<file path="src/rtl/exu_alu_arb.sv">
// rtl/exu_alu_arb.sv - two-requester round-robin arbiter for a shared ALU
// Tracks the issue stage (E) and a one-entry response buffer (R).
module exu_alu_arb #(
  parameter int TAG_W = 4
) (
  input  logic             clk,
  input  logic             rst_l,
  input  logic             freeze,
  input  logic             flush,
  input  logic             req0_valid,
  input  logic [31:0]      req0_a,
  input  logic [31:0]      req0_b,
  input  logic [TAG_W-1:0] req0_tag,
  output logic             req0_ready,
  input  logic             req1_valid,
  input  logic [31:0]      req1_a,
  input  logic [31:0]      req1_b,
  input  logic [TAG_W-1:0] req1_tag,
  output logic             req1_ready,
  output logic             alu_valid,
  output logic [31:0]      alu_a,
  output logic [31:0]      alu_b,
  input  logic [31:0]      alu_out,
  output logic             rsp_valid,
  output logic             rsp_id,
  output logic [TAG_W-1:0] rsp_tag,
  output logic [31:0]      rsp_data,
  input  logic             rsp_ready
);

  logic             e_v;
  logic             e_id;
  logic [TAG_W-1:0] e_tag;
  logic             last_grant;

  logic rsp_pop, r_free, e_adv, grant_ok, grant, pick;

  assign rsp_pop  = rsp_valid & rsp_ready;
  assign r_free   = ~rsp_valid | rsp_pop;
  assign e_adv    = e_v & r_free;
  // rst_l gating keeps every grant output quiet while reset is held
  assign grant_ok = rst_l & ~freeze & ~flush & (~e_v | r_free);
  assign grant    = grant_ok & (req0_valid | req1_valid);

  // On a tie the requester that did not win last time goes next
  always_comb begin
    pick = 1'b0;
    if (req0_valid && req1_valid) pick = ~last_grant;
    else                          pick = req1_valid;
  end

  assign req0_ready = grant & ~pick;
  assign req1_ready = grant & pick;
  assign alu_valid  = grant;

  always_comb begin
    alu_a = 32'd0;
    alu_b = 32'd0;
    if (grant) begin
      alu_a = pick ? req1_a : req0_a;
      alu_b = pick ? req1_b : req0_b;
    end
  end

  always_ff @(posedge clk or negedge rst_l) begin
    if (!rst_l) begin
      e_v        <= 1'b0;
      e_id       <= 1'b0;
      e_tag      <= '0;
      rsp_valid  <= 1'b0;
      rsp_id     <= 1'b0;
      rsp_tag    <= '0;
      rsp_data   <= 32'd0;
      last_grant <= 1'b1;
    end else if (flush) begin
      e_v       <= 1'b0;
      rsp_valid <= 1'b0;
    end else begin
      if (e_adv) begin
        rsp_valid <= 1'b1;
        rsp_id    <= e_id;
        rsp_tag   <= e_tag;
        rsp_data  <= alu_out;
      end else if (rsp_pop) begin
        rsp_valid <= 1'b0;
      end

      if (grant) begin
        e_v        <= 1'b1;
        e_id       <= pick;
        e_tag      <= pick ? req1_tag : req0_tag;
        last_grant <= pick;
      end else if (e_adv) begin
        e_v <= 1'b0;
      end
    end
  end

endmodule

</file>
<file path="config.mk">
export PLATFORM = sky130hd
export DESIGN_NAME = exu_alu_arb
export DESIGN_NICKNAME = d
export VERILOG_FILES = /design/src/rtl/exu_alu_arb.sv
export SDC_FILE = /design/constraint.sdc
export NUM_CORES = 1
export LEC_CHECK = 0
export CELL_PAD_IN_SITES_DETAIL_PLACEMENT = 0
export CELL_PAD_IN_SITES_GLOBAL_PLACEMENT = 1
export CORE_MARGIN = 10
export CORE_UTILIZATION = 20
export DETAILED_ROUTE_END_ITERATION = 8
export HOLD_SLACK_MARGIN = 0.1
export PLACE_DENSITY = 0.86
export RECOVER_POWER = 50
export SYNTH_ARGS = -nofsm -noshare
export SYNTH_HDL_FRONTEND = slang
export SYNTH_SLANG_ARGS = --single-unit
</file>
<file path="constraint.sdc">
create_clock -name clk -period 2.5 [get_ports clk]
set_input_delay 0.25 -clock clk [delete_from_list [all_inputs] [get_ports clk]]
set_output_delay 0.25 -clock clk [all_outputs]
set_load 0.01 [all_outputs]
</file>
==> results of run 1 <==
-- logic make-up after synthesis --
| kind of cell | Yosys count |
|---|---|
| AO/OA/AOI/OAI | 69 |
| AND/OR/NAND/NOR | 136 |
| multiplexers | 47 |
| flip-flops | 45 |
| buffers and inverters | 28 |
-- registers in the layout (all words and copies together), names as in the netlist --
register and cells:
last_grant 1, e_v 1, rsp_tag 4, rsp_valid 1, e_id 1, rsp_id 1, e_tag 4, rsp_data 32
-- layout make-up --
cell class / instances / share of cell area (%)
clock buffer: 5 / 2.13
sequential: 45 / 19.2
clock inverter: 3 / 0.384
tap: 176 / 3.75
multi-input combinational: 252 / 24.5
timing repair buffer: 289 / 49.9
inverter: 2 / 0.128
-- critical path, cell delays in order, from the launching register on --
cell and delay, ns:
dfstp_2 0.56, a21bo_2 0.18, buf_12 0.23, nand2_1 0.13
a21oi_1 0.19, clkdlybuf4s50_1 0.58
-- cell usage after synthesis --
cell,instances,share of area [%]
nor3b_1,1,0.28
dfstp_2,1,0.98
o21ai_0,1,0.19
nor2_1,4,0.56
inv_1,2,0.28
buf_6,3,1.3
nand3b_1,1,0.28
nor2b_1,2,0.47
o2111ai_2,1,0.56
clkbuf_1,7,0.98
a21boi_1,1,0.28
buf_2,16,3.0
mux2_2,43,18
mux2_1,4,1.7
a21oi_1,65,12
dfrtp_1,44,41
a21bo_1,1,0.37
nand2_1,128,18
-- power by group --
part / switching, mW / internal [mW] / total, mW / leakage (nW)
Clock: 0.275 / 0.370 / 0.644 / 0.0621
Combinational: 0.451 / 0.709 / 1.16 / 1.80
Sequential: 0.0885 / 0.920 / 1.01 / 0.546
-- per-layer routing --
metal  routed length (um)  share of wire (%)
met5                   20               0.15
met4                  142                1.1
met3                 1590                 12
met2                 6350                 47
met1                 5310                 40
-- worst paths after layout --
kind | from | to | slack, ns | cells past startpoint
setup / recovery | last_grant$_DFFE_PN1P_ | alu_b[4] | 0.09 | 5
hold / removal | rst_l | e_v$_DFFE_PN0P_ | 0.42 | 4
setup reg to reg | rsp_valid$_DFFE_PN0P_ | rsp_data[16]$_DFFE_PN0P_ | 0.47 | 4
hold reg to reg | rsp_data[30]$_DFFE_PN0P_ | rsp_data[30]$_DFFE_PN0P_ | 0.50 | 1
max in group asynchronous | rst_l | rsp_tag[2]$_DFFE_PN0P_ | 1.03 | 3
min in group asynchronous | rst_l | e_v$_DFFE_PN0P_ | 0.79 | 3
-- timing repair --
item / 4_1_cts / 5_1_grt
hold endpoints to repair: 44 / 0
hold buffers: 1 / 0
setup endpoints to repair: 0 / 24
resized for setup: 0 / 3
-- metrics by stage --
step           std cells  util (%)  instance area [um2]  total power [mW]
2_1_floorplan        325         -                 2690              1.46
3_3_place_gp         763      43.3                 5720              2.24
3_5_place_dp         763      43.3                 5720              2.27
4_1_cts              772      44.5                 5870              2.94
5_1_grt              772      44.5                 5870              2.99
6_report             772      44.5                 5870              2.81
==> impl_results.md, run 1 <==
- Status: complete, no violations
- RSZ-0062 raised after global routing: no
- Worst Skew: 0.00214 ns
- Post-synth net total: 500
- Antenna violation net count after detailed routing: 0
- Drt wl/cell: 17.4 um
- Post-route minimum period: 2.41 ns
- Cell variety after synth: 18
- Core Area: 13200 um2
- Commonest non-fill, non-tap cell in the layout: clkdlybuf4s50_1
- Kind of critical path: flop to primary output
- Register area share after synthesis: 41.9%
- Initial Util: 20.4%
- Vias after detailed routing: 3338
- Synthesis Warnings: 0
- HPWL after DPL: 11000 um
- Simple-gate share of the synthesized area: 19.4%
- Largest net degree at the start of global routing: 52
- Initial antenna violation count: 1
- CTS tree: built
- Hold Vio Cnt, Final: 0
- Routed vias/inst: 4.32
- Layout Area Growth over Synthesis: 118%
- Worst-Skew Late Latency: 0.28 ns
- Crit end category: primary output
- Gpl congestion: 0.883
- CTS sink count: 45
- First-pass DRT Iterations: 4
- First-pass GRT wire length: 19700 um
- GRT Total Usage: 13.1%
- Setup_tns: 0 ns
- Fin worst setup slack: 0.0864 ns
- # Post-CTS Setup Buffers: 0
- Share of cells above drive strength 1: 10.9%
- Commonest non-fill, non-tap cells in the layout: 237 x clkdlybuf4s50_1, 128 x nand2_1, 65 x a21oi_1
- Final period util: 96.5%
- Bufs on Longest Clock Path: 2
- # rows: 42
- Synth Cell Area: 2690 um2
- Register Area: 1130 um2
- Worst hold slack: 0.422 ns
- Pwr dens: 479 nW/um2
- Post-synthesis register bit count: 45
- Busiest grt layer: met2
- M3 GR Usage: 5.68%
- PortBufs: 279
- Max-Cap Viols: 0
- Num CTS Buffers: 5
- Max H-tree Level: 2
- Filler cell count in the final layout: 1307
- Slew HR: 27.1%
- Combinational family with the most area after synthesis: multiplexers
- Worst EP required: 2.25 ns
- Final Max Tran Viols: 0
- Least-Margin Pin Slew: 1.09 ns
- Routed WL: 13400 um
- Die ar.: 18500 um2
- Area of the multi-input gates: 1440 um2
- Critical Path AT: 2.16 ns
- # IOs: 280
- CP startpoint kind: flop
- GR Util met1: 14.8%
- Final setup fails: 0
- Mux cell area share after synthesis: 19.7%
- Post-Synth Adder-Cell Area: 0%
- Fin nets: 770
- M2 GR Usage: 22.2%
- DRC Markers: 0
- Min-Delay Path Class: input port to flop
- Setup WS pre-CTS: 0.00527 ns
- Total global routing overflow: 0
- DRT iter0 DRCs: 103
- Die Wd: 136 um
- VDD IR max: 0.551 mV
- Clk Tree Root Cell: clkbuf_16
- Crit Path Max Fanout: 51
- Leak: 2.41 nW
- Post-Synth XOR/XNOR Area: 0%
- Register clock-pin slew on the reported worst setup and hold paths: 0.06 ns
- Diode count: 0
- Fmax: 414 MHz
- Post-Syn Instances: 325
- Vias in the first global route: 3498
- Die height: 136 um
- Syn_area_per_cell: 8.28 um2
- Synth Area in Compound Gates: 13.5%
Power figures use the tool's default switching activity.
==> inputs of run 2 (changes only) <==
- SETUP_SLACK_MARGIN: default -> 0.4
==> run 2 against run 1 <==
  * Die area unchanged
  * Global-route usage grew 0.81 points
  * Critical path depth is 1 higher
  * Via count increased by 3.4%
  * Clock-buffer cell count unchanged
  * Clock skew is 0.00089 ns lower
  * Combinational power up 5%
  * Cell count increased by 2.1%
  * Setup slack improved by 0.093 ns
  * Critical endpoint is now alu_b[17]
  * Highest routed layer unchanged
  * First-iteration DRC count increased by 2.9%
  * Sequential power barely moved
  * Fmax is 4.0% higher
==> impl_results.md, run 2 (synthesis results as in run 1) <==
- Max reg flops: 32 (unchanged)
- Crit Path Max Fanout: 10 (-80%)
- Drt wl/cell: 18.8 um (+8.3%)
- Max incr delay on CP: 0.60 ns (+0.02 ns)
- FF-to-FF path depth: 4 (unchanged)
- Kind of critical path: input port to primary output
- # IOs: 280 (unchanged)
- Layout Area Growth over Synthesis: 125%
- CP startpoint kind: input port
- Crit end category: primary output
- Filler cell count in the final layout: 1310 (+0.23%)
- First-pass GRT wire length: 20700 um (+5.0%)
- Status: complete, no violations
- Final period util: 92.8% (-3.7 points)
- Initial Util: 20.4% (unchanged)
- Final setup fails: 0 (unchanged)
- # rows: 42 (unchanged)
- Routed WL: 14800 um (+11%)
- Register clock-pin slew on the reported worst setup and hold paths: 0.06 ns (about the same)
- RR Startpoint: rsp_valid$_DFFE_PN0P_
- Area of the multi-input gates: 1490 um2 (+3.6%)
- Largest net degree at the start of global routing: 46 (-12%)
- Initial antenna violation count: 2 (+1)
- Antenna violation net count after detailed routing: 0 (unchanged)
- Num CTS Buffers: 5 (unchanged)
- DRT iter0 DRCs: 106 (+2.9%)
- Routed vias/inst: 4.38 (+1.3%)
- Core Area: 13200 um2 (unchanged)
- Critical Path AT: 2.07 ns (-0.09 ns)
- Hold Startpoint: rst_l
- PortBufs: 279 (unchanged)
- Worst EP required: 2.25 ns (about the same)
- Setup_tns: 0 ns (unchanged)
- Worst Skew: 0.00125 ns (-0.000889 ns)
- VDD IR max: 0.552 mV (+0.22%)
- Fmax: 431 MHz (+4.0%)
- CP Cell Sequence: dlygate4sd3_1, inv_1, o2111ai_4, buf_12, a21oi_1, clkdlybuf4s50_1
- Gpl congestion: 0.883 (unchanged)
- Top reg by flops: rsp_data
- CTS sink count: 45 (unchanged)
- Die height: 136 um (unchanged)
- Hold Vio Cnt, Final: 0 (unchanged)
- Die Wd: 136 um (unchanged)
- Register Area: 1130 um2 (unchanged)
- Share of cells above drive strength 1: 19.3% (+8.4 points)
- First-pass DRT Iterations: 4 (unchanged)
- Slew HR: 27.0% (-0.10 points)
- Crit path buffers/inverters: 4 (+2)
- Post-route minimum period: 2.32 ns (-0.0926 ns)
- DRC Markers: 0 (unchanged)
- Die ar.: 18500 um2 (unchanged)
- Final non-filler cell total: 788 (+2.1%)
- Max-Cap Viols: 0 (unchanged)
- Reg2reg end: rsp_data[16]$_DFFE_PN0P_
- Biggest regs: rsp_data: 32 flops, e_tag: 4 flops, rsp_tag: 4 flops
- Vias after detailed routing: 3452 (+3.4%)
- Commonest non-fill, non-tap cell in the layout: clkdlybuf4s50_1
- Max H-tree Level: 2 (unchanged)
- Register-to-register setup slack: 0.49 ns (+0.02 ns)
- Crit path max-delay family: buffers and inverters
- Pwr dens: 476 nW/um2 (-0.66%)
- Bufs on Longest Clock Path: 2 (unchanged)
- Clk Tree Root Cell: clkbuf_16
- Commonest non-fill, non-tap cells in the layout: 176 x clkdlybuf4s50_1, 128 x nand2_1, 55 x a21oi_1
- Worst-Skew Late Latency: 0.28 ns (about the same)
- Fin nets: 785 (+1.9%)
- Min-Delay Path Class: input port to flop
- HPWL after DPL: 11000 um (unchanged)
- Vias in the first global route: 3576 (+2.2%)
- Leak: 2.86 nW (+18%)
- GRT Total Usage: 13.9% (+0.81 points)
- Levels on crit path: 6 (+1)
- Total power draw: 2.88 mW (+2.3%)
- CTS tree: built
- Total global routing overflow: 0 (unchanged)
- CP max stage cell: dlygate4sd3_1
- Final Max Tran Viols: 0 (unchanged)
- End point of the critical path: alu_b[17]
- Least-Margin Pin Slew: 1.10 ns (+0.00153 ns)
- Placed Cells: 763 (unchanged)
- Launch point of the worst path: flush
- RSZ-0062 raised after global routing: yes
-- run 2: power by group --
part	internal [mW]	total [mW]	switching [mW]
sequential	0.920	1.01	0.0893
combinational	0.739	1.22	0.482
clock	0.370	0.647	0.277
-- run 2: how the worst min path moves through the flow --
stage	end	slack, ns	cells past startpoint
6_report	e_v$_DFFE_PN0P_	0.42	4
5_1_grt	e_v$_DFFE_PN0P_	0.46	4
4_1_cts	e_v$_DFFE_PN0P_	0.42	4
3_5_place_dp	rsp_data[28]$_DFFE_PN0P_	0.39	2
3_3_place_gp	rsp_data[29]$_DFFE_PN0P_	0.38	2
2_1_floorplan	e_id$_DFFE_PN0P_	-0.05	0
-- run 2: what timing repair did --
action	CTS	global route
endpoints found under the setup margin	67	53
hold buffers	1	0
gates cloned	3	3
buffers inserted	3	6
endpoints found under the hold margin	44	0
pin swaps	1	2
gates resized for setup	110	56
-- run 2: layer usage --
metal | share of wire (%) | up-vias | wire length (um) | track usage [%]
li1 | - | 1647 | - | -
met1 | 39 | 1601 | 5780 | 15.7
met2 | 49 | 183 | 7190 | 24.0
met3 | 11 | 19 | 1650 | 5.72
met4 | 1.2 | 2 | 181 | 2.84
met5 | 0.088 | - | 13 | 0
-- run 2: area by class of cell --
class / instances / area share, %
clock buffer: 5 / 2.07
sequential: 45 / 18.6
timing repair buffer: 304 / 50.5
inverter: 2 / 0.124
antenna: 1 / 0.0414
multi-input combinational: 252 / 24.6
clock inverter: 3 / 0.373
tap: 176 / 3.64
-- run 2: worst register-to-register path, stage by stage, from the launching register on --
cell and delay [ns]:
dfrtp_1 0.40, nor2b_1 0.15, nor3b_1 0.19, clkbuf_2 0.72, mux2_2 0.43
-- run 2: metrics by stage --
step | hold WS, ns | area, um2 | utilization (%) | worst slack [ns]
after global routing | 0.456 | 6050 | 45.8 | 0.107
after detailed placement | 0.385 | 5720 | 43.3 | 0.00527
after global placement | 0.381 | 5720 | 43.3 | 0.0320
after CTS | 0.416 | 5890 | 44.7 | 0.124
after floorplan | -0.0456 | 2690 | - | 0.846
final | 0.416 | 6050 | 45.8 | 0.179
